$ cat src/rtl/id_ex_pipe_reg.sv
// ID/EX pipeline register with load-use bubble insertion, flush/stall handling and perf counters.
// One-cycle ID->EX latency; id_stall holds IF/ID on a load-use hazard or while EX is not ready.
module id_ex_pipe_reg #(
   parameter int XLEN   = 32,
   parameter int CTRL_W = 8,
   parameter int CNT_W  = 16
) (
   input  logic              clk,
   input  logic              rst_n,
   input  logic              id_valid,
   input  logic [XLEN-1:0]   id_pc,
   input  logic [4:0]        id_rs1Addr,
   input  logic [4:0]        id_rs2Addr,
   input  logic              id_usesRs2,
   input  logic [4:0]        id_rdAddr,
   input  logic [XLEN-1:0]   id_rs1Data,
   input  logic [XLEN-1:0]   id_rs2Data,
   input  logic [XLEN-1:0]   id_imm,
   input  logic              id_RegWrite,
   input  logic              id_MemRead,
   input  logic              id_MemWrite,
   input  logic [CTRL_W-1:0] id_ctrl,
   input  logic              ex_ready,
   input  logic              flush,
   output logic              ex_valid,
   output logic [XLEN-1:0]   ex_pc,
   output logic [4:0]        ex_rs1Addr,
   output logic [4:0]        ex_rs2Addr,
   output logic [4:0]        ex_rdAddr,
   output logic [XLEN-1:0]   ex_rs1Data,
   output logic [XLEN-1:0]   ex_rs2Data,
   output logic [XLEN-1:0]   ex_imm,
   output logic              ex_RegWrite,
   output logic              ex_MemRead,
   output logic              ex_MemWrite,
   output logic [CTRL_W-1:0] ex_ctrl,
   output logic              id_stall,
   output logic [CNT_W-1:0]  bubble_cnt,
   output logic [CNT_W-1:0]  flush_cnt
);

   logic hazard;
   logic rs1_match;
   logic rs2_match;

   always_comb begin
      rs1_match = (ex_rdAddr == id_rs1Addr);
      rs2_match = id_usesRs2 & (ex_rdAddr == id_rs2Addr);
      hazard    = id_valid & ex_valid & ex_MemRead & (ex_rdAddr != 5'd0) & (rs1_match | rs2_match);
   end

   // A flush redirects IF, so holding PC/IF-ID would be wrong in that cycle.
   assign id_stall = ~flush & (hazard | (id_valid & ~ex_ready));

   always_ff @(posedge clk) begin
      if (!rst_n) begin
         ex_valid    <= 1'b0;
         ex_pc       <= '0;
         ex_rs1Addr  <= '0;
         ex_rs2Addr  <= '0;
         ex_rdAddr   <= '0;
         ex_rs1Data  <= '0;
         ex_rs2Data  <= '0;
         ex_imm      <= '0;
         ex_RegWrite <= 1'b0;
         ex_MemRead  <= 1'b0;
         ex_MemWrite <= 1'b0;
         ex_ctrl     <= '0;
         bubble_cnt  <= '0;
         flush_cnt   <= '0;
      end else if (flush) begin
         ex_valid    <= 1'b0;
         ex_RegWrite <= 1'b0;
         ex_MemRead  <= 1'b0;
         ex_MemWrite <= 1'b0;
         if (flush_cnt != '1) flush_cnt <= flush_cnt + 1'b1;
      end else if (!ex_ready) begin
         ex_valid <= ex_valid;
      end else if (hazard) begin
         // Data fields keep their old value; only the slot is marked empty.
         ex_valid    <= 1'b0;
         ex_RegWrite <= 1'b0;
         ex_MemRead  <= 1'b0;
         ex_MemWrite <= 1'b0;
         if (bubble_cnt != '1) bubble_cnt <= bubble_cnt + 1'b1;
      end else begin
         ex_valid    <= id_valid;
         ex_pc       <= id_pc;
         ex_rs1Addr  <= id_rs1Addr;
         ex_rs2Addr  <= id_rs2Addr;
         ex_rdAddr   <= id_rdAddr;
         ex_rs1Data  <= id_rs1Data;
         ex_rs2Data  <= id_rs2Data;
         ex_imm      <= id_imm;
         ex_RegWrite <= id_RegWrite & id_valid;
         ex_MemRead  <= id_MemRead & id_valid;
         ex_MemWrite <= id_MemWrite & id_valid;
         ex_ctrl     <= id_ctrl;
      end
   end

endmodule

$ cat config.mk
export PLATFORM = sky130hd
export DESIGN_NAME = id_ex_pipe_reg
export DESIGN_NICKNAME = d
export VERILOG_FILES = /design/src/rtl/id_ex_pipe_reg.sv
export SDC_FILE = /design/constraint.sdc
export NUM_CORES = 1
export LEC_CHECK = 0
export CORE_ASPECT_RATIO = 1.1
export CORE_UTILIZATION = 35
export CTS_CLUSTER_DIAMETER = 50
export DETAILED_ROUTE_END_ITERATION = 7
export HOLD_SLACK_MARGIN = 0.05
export PLACE_DENSITY = 0.65
export RECOVER_POWER = 25
export SYNTH_ARGS = -nofsm -noshare
export SYNTH_HDL_FRONTEND = slang
export SYNTH_SLANG_ARGS = --single-unit
$ cat constraint.sdc
create_clock -name clk -period 3.3 [get_ports clk]
set_input_delay 0.66 -clock clk [delete_from_list [all_inputs] [get_ports clk]]
set_output_delay 0.66 -clock clk [all_outputs]
set_load 0.01 [all_outputs]
==> impl_results.md, run 1 <==
* Period utilization at 91.8%
* Final Setup Violations at 0
* Area growth syn-to-layout at 42.4%
* Hold crit path type: flip-flop to flip-flop
* Antenna cells at 0
* Clock buffer count from CTS at 17
* WL met2 at 16300 um
* Die area at a little under 30000 um^2
* YS warnings at 0
* Antenna violations before repair at 0
* Post-synthesis mux area share at less than 1%
* Met3 wire length at 2850 um
* Post-CTS sizing at 1
* CTS tree: yes
* Seq/Total Area, Yosys at between 30% and 40%
* Grt ovf at 0
* DR pass1 iterations at 7
* Static Leak at 5.87 nW
* Final hold vios at 0
* Clock skew at 0.0127 ns
* Share of cells above drive strength 1 at 4.03%
* Sequential share of power at 43.7%
* Vias in the first global route at roughly 11000
* Mapped Nets at between 1000 and 1500
* Number of nets with antenna violations after routing at 0
* Initial DRC Count at ~900
* Hold-fix buffers, CTS at 0
* Total Power at just under 6 mW
* Crit path launch type: input port
* CP Class: input port to primary output
* Number of synthesized flops with an enable pin at 0
* Vias per cell at roughly 6
* Final Critical Period at about 3.0 ns
* Worst Setup End Kind: primary output
* Drt wl/cell at between 15 and 20 um
* Post-synth ARST share at 0%
* CTS H-Tree Depth at 4
* Syn Inst Count at around 1300
* Largest net degree at the start of global routing at about 170
* Metal1 wirelength at approximately 16000 um
* Sw Pwr at between 1.5 and 2 mW
* Top Metal Used: met4
* I/O pin count at between 300 and 400
* Post-DP HPWL at 21900 um
* Switch share at approximately 28%
* CP Max Fanout at 2
* Syn Std Cell Area at between 10000 and 15000 um^2
* Primary FF master, synth: dfxtp_1
* # DRC at 0
* Area of the core at between 20000 and 30000 um^2
* Global Route Usage Sum at about a quarter
* Final core occ at between 50% and 60%
* Mean area per synthesized cell at between 7 and 8 um^2
* PwrDens at 407 nW/um^2
* Clock slew at reported path FFs at ~0.070 ns
* Postcts setup bufs at 0
* RSZ-0062 raised after global routing: false
* Seq cells post-synth at approximately 190
* Setup TNS at 0 ns
* # rows at between 60 and 70
* Adder-cell share of the synthesized area at 0.247%
* CTS sink cnt at roughly 190
* First-pass GRT wire length at 56600 um
* Clk_lat worst skew at between 0.4 and 0.5 ns
* Simple-gate share of the synthesized area at 37.9%
* Die Ht at 180 um
* Post-Route WL at ~36000 um
* Most frequent cells in the layout: clkdlybuf4s50_1, dfxtp_1, nand2_1, nand3_1, nand4_1
* Netlist cell types at 41
* Worst EP required at about 2.6 ns
* Max Slew Vio Count at 0
* Final net count at approximately 1700
* Vias at 11400
* Initial core utilization at 36.0%
* Slew headroom at about 40%
* CTS root buffer: clkbuf_16
* Max Clk Rate at approximately 330 MHz
* IO buf count at 347
* Maximum vdd drop at 0.000232 V
* GPL Wtd Cong at 0.858
* Outcome: finished clean
* CP arrival at between 2 and 2.5 ns
* Logic pwr share at 19.6%
* CTS max path bufs at 2
* Die Span X at ~160 um
* Compound-gate portion of the synthesized area at 15.8%
* Commonest non-fill, non-tap cell in the layout: clkdlybuf4s50_1
* Largest family of logic cells by synthesized area: simple AND/OR/NAND/NOR gates
* Xor/xnor cell area share of the yosys netlist at ~1.6%
* Internal power at between 4 and 5 mW
* Clock network fraction of design power at a little under two fifths
* Worst Tran Pin Value at 0.896 ns
* Max-cap viol count at 0
per-layer routing:
| layer | global-route usage (%) | vias to the layer above |
|---|---|---|
| met5 | 0 | - |
| met4 | 9.07 | 0 |
| met3 | 6.97 | 58 |
| met2 | 36.0 | 391 |
| met1 | 30.8 | 5471 |
| li1 | - | 5460 |
registers in the layout, indices dropped and copies added (netlist names), 5 cells and up:
name        count
ex_rdAddr       5
ex_rs2Addr      5
bubble_cnt     16
ex_rs1Addr      5
ex_ctrl         8
ex_pc          32
ex_imm         32
ex_rs1Data     32
flush_cnt      16
ex_rs2Data     32
final cells by class:
class | count | area, um^2
Clock inverter | 10 | 141
Sequential cell | 187 | 3740
Timing Repair Buffer | 374 | 3830
Clock buffer | 21 | 450
Tap cell | 363 | 454
Multi-Input combinational cell | 942 | 5770
Fill cell | 2637 | 13700
Inverter | 4 | 15.0
power groups by stage:
stage          clock network, mW  registers (mW)  logic [mW]
3_3_place_gp                   0            2.60        1.17
3_5_place_dp                   0            2.61        1.18
4_1_cts                     2.20            2.56        1.18
6_report                    2.15            2.56        1.15
2_1_floorplan                  0            2.67       0.435
5_1_grt                     2.29            2.59        1.23
critical path: stages:
cell,delay (ns)
clkdlybuf4s50_1,0.50
xnor2_1,0.15
nand4_1,0.19
o22a_4,0.27
o21ai_0,0.15
and3b_1,0.18
dlygate4sd2_1,0.28
cells in the mapped netlist (2+ instances only):
library cell	number	area, um^2
mux2i_1	10	100
inv_1	4	15.0
o21ai_0	8	40.0
buf_2	30	150
nand4_1	162	1010
buf_1	17	63.8
ha_1	2	25.0
nor3_1	7	35.0
clkbuf_1	112	420
a311oi_1	2	17.5
and3_1	155	970
and4_1	4	35.0
nand2_1	176	661
dfxtp_1	187	3740
nand2b_1	11	68.8
a21oi_1	9	45.0
o211ai_1	2	15.0
a22o_1	3	26.3
nand3_1	167	836
o2111ai_1	3	26.3
nor4_1	6	37.5
a21o_1	2	15.0
or4_1	4	30.0
o31ai_1	3	22.5
or3_1	6	37.5
nor2_1	18	67.6
xnor2_1	13	114
a32oi_1	151	1320
xor2_1	6	52.6
worst paths after layout:
check                                               start                          to  slack, ns  cells after the start
worst max-delay path                        id_rs2Addr[4]                    id_stall       0.27                      7
worst min-delay path             ex_RegWrite$_SDFFE_PP0P_    ex_RegWrite$_SDFFE_PP0P_       0.47                      1
worst max register to register  ex_rdAddr[2]$_SDFFE_PN0P_  bubble_cnt[1]$_SDFFE_PN0P_       0.86                      5
worst min register to register   ex_RegWrite$_SDFFE_PP0P_    ex_RegWrite$_SDFFE_PP0P_       0.47                      1
per-stage QoR:
step | hold slack (ns) | cells | instance area (um^2) | setup slack, ns
3_3_place_gp | 0.463 | 1870 | 13800 | 0.0151
3_5_place_dp | 0.462 | 1870 | 13800 | -0.00129
6_report | 0.471 | 1901 | 14400 | 0.269
5_1_grt | 0.500 | 1901 | 14400 | 0.180
4_1_cts | 0.483 | 1901 | 14400 | 0.260
2_1_floorplan | 0.499 | 1292 | 10100 | 1.02
cell families after synthesis:
family,after synthesis
and+or+nand+nor,721
AOI/OAI and AO/OA,190
muxes,10
xor gates and xnor gates,19
DFF,187
adders and majority gates,2
buffers and inverters,163
(Power assumes the default switching activity.)
==> run 2: changes to the inputs <==
--- a/config.mk
+++ b/config.mk
@@ -9,6 +9,7 @@
 export CORE_UTILIZATION = 35
 export CTS_CLUSTER_DIAMETER = 50
 export DETAILED_ROUTE_END_ITERATION = 7
+export GPL_TIMING_DRIVEN = 0
 export HOLD_SLACK_MARGIN = 0.05
 export PLACE_DENSITY = 0.65
 export RECOVER_POWER = 25
==> run 2 against run 1 <==
Cell count is 7.1% higher. Largest power group unchanged. Clock power is 7% lower. Global-route usage is 3.1 points higher. Sequential share of layout area is 0.35 points lower. Critical endpoint unchanged. Register-to-register slack worse by 0.20 ns. Largest cell class unchanged. Power is 1.6% lower. First-iteration DRC count is 47% higher. Critical path type unchanged. Via count is 9.5% higher. Clock-buffer cell count is 2 lower. Sequential power hardly changed. Combinational power hardly changed. Clock skew is 0.0021 ns higher.
==> impl_results.md, run 2 (synthesis gave the netlist of run 1 again) <==
* CTS tree: yes
* Outcome: finished clean
* Placement-stage cell area at between 10000 and 15000 um^2
* Hold path start: ex_MemWrite$_SDFFE_PP0P_
* Worst Setup End Kind: primary output
* Global Route Usage Sum at roughly a quarter
* Antenna violations before repair at 4
* Crit path launch type: input port
* Post-DP HPWL at 29300 um
* Area growth syn-to-layout at 44.3%
* Commonest non-fill, non-tap cell in the layout: clkdlybuf4s50_1
* Final instance area at between 10000 and 15000 um^2
* Hold crit path type: flip-flop to flip-flop
* CTS sink cnt at about 190
* Area of the core at between 20000 and 30000 um^2
* Die Span X at 164 um
* CP arrival at roughly 2.5 ns
* WHS at 0.481 ns
* IO buf count at approximately 350
* Number of nets with antenna violations after routing at 0
* PwrDens at between 300 and 400 nW/um^2
* Vias at around 12000
* CP Max Fanout at 10
* Initial core utilization at a little over a third
* Period utilization at 96.6%
* Total Power at 5.76 mW
* GPL Wtd Cong at between 0.8 and 0.9
* Share of cells above drive strength 1 at under 10%
* Setup TNS at 0 ns
* Max Clk Rate at 314 MHz
* Slew headroom at approximately two fifths
* Initial DRC Count at between 1000 and 1500
* Final Critical Period at 3.19 ns
* FF-to-FF End: ex_imm[16]$_SDFFE_PN0P_
* CTS H-Tree Depth at 4
* CTS max path bufs at 2
* Die area at approximately 30000 um^2
* R2r startpoint: ex_rdAddr[4]$_SDFFE_PN0P_
* Largest net degree at the start of global routing at 18
* CTS root buffer: clkbuf_16
* Clk_lat worst skew at about 0.44 ns
* Hold-fix buffers, CTS at 0
* Max Slew Vio Count at 0
* # rows at 64
* Vias per cell at 6.12
* Final Setup Violations at 0
* Die Ht at 180 um
* RSZ-0062 raised after global routing: false
* Clock skew at around 0.015 ns
* Drt wl/cell at about 20 um
* Max-cap viol count at 0
* Clock slew at reported path FFs at ~0.070 ns
* Grt ovf at 0
* Clock buffer count from CTS at 17
* # DRC at 0
* Static Leak at roughly 6 nW
* Worst Tran Pin Value at between 0.8 and 0.9 ns
* CP Class: input port to primary output
* Most frequent cells in the layout: clkdlybuf4s50_1, dfxtp_1, nand2_1, nand3_1, nand4_1
* Final net count at between 1500 and 2000
* R2r setup slk at ~0.66 ns
* Final hold vios at 0
* WHS Endpoint: ex_MemWrite$_SDFFE_PP0P_
* Maximum vdd drop at between 0.0002 and 0.0003 V
* Vias in the first global route at approximately 12000
* I/O pin count at 348
* Worst EP required at between 2 and 3 ns
* DR pass1 iterations at 6
* Post-Route WL at around 41000 um
* First-pass GRT wire length at roughly 64000 um
* Hold Path Depth at 1
* R2R cell count at 7
-- run 2: changes by cell type in the layout (fill, tap and decap cells not counted), sizes merged, moves of 2 or more --
cell / delta
diode: +3
clkinv: -2
clkbuf: +110
dlygate4sd3: +7
clkdlybuf4s50: -7
bufinv: -3
clkinvlp: +3
buf: +20
inv: +4
-- run 2: timing repair --
action	in CTS	in global routing
pin swaps	1	1
buffers inserted	0	1
gates resized for setup	3	2
setup endpoints to repair	1	1
cloned	0	0
-- run 2: final cells by class --
| cell class | count | area (um^2) |
|---|---|---|
| inverter | 4 | 15.0 |
| timing repair buffer | 347 | 3470 |
| multi-input combinational | 942 | 5730 |
| antenna | 3 | 7.51 |
| clock buffer | 19 | 433 |
| sequential | 187 | 3740 |
| buffer | 159 | 634 |
| tap | 363 | 454 |
| clock inverter | 12 | 109 |
| fill | 2689 | 13500 |
-- run 2: how the worst max path moves through the flow --
stage | start | end | slack (ns) | cells past startpoint
3_5_place_dp | id_rs2Addr[4] | id_stall | -0.27 | 8
6_report | id_rs2Addr[4] | id_stall | 0.11 | 8
5_1_grt | id_rs2Addr[4] | id_stall | 0.05 | 8
2_1_floorplan | id_rs1Addr[3] | id_stall | 1.02 | 6
4_1_cts | id_rs2Addr[4] | id_stall | 0.02 | 8
3_3_place_gp | id_rs2Addr[4] | id_stall | -0.27 | 8
-- run 2: metal layers --
| metal | vias up | routed length (um) | global-route usage (%) |
|---|---|---|---|
| li1 | 5737 | - | - |
| met1 | 5984 | 17100 | 34.2 |
| met2 | 662 | 19400 | 43.9 |
| met3 | 76 | 3370 | 4.79 |
| met4 | 2 | 1150 | 9.59 |
| met5 | - | 12 | 0 |
-- run 2: stage by stage --
step                util [%]  setup slack, ns  cells
floorplan                  -             1.02   1292
detailed placement      49.9           -0.268   2001
global placement        49.9           -0.272   2001
CTS                     51.8           0.0243   2032
finish                  51.9            0.113   2036
global route            51.9           0.0545   2036
-- run 2: power breakdown --
part	total, mW	internal (mW)	leakage [nW]	switching (mW)
Combinational	1.18	0.596	4.13	0.586
Sequential	2.58	2.42	1.54	0.156
Clock	2.00	0.988	0.250	1.01
-- run 2: worst max-delay path, cell delays in order --
cell and delay, ns:
clkdlybuf4s50_1 0.57, xnor2_2 0.14, nand4_1 0.16, o22a_1 0.22
buf_2 0.20, o21ai_1 0.17, and3b_1 0.17, clkdlybuf4s15_2 0.24
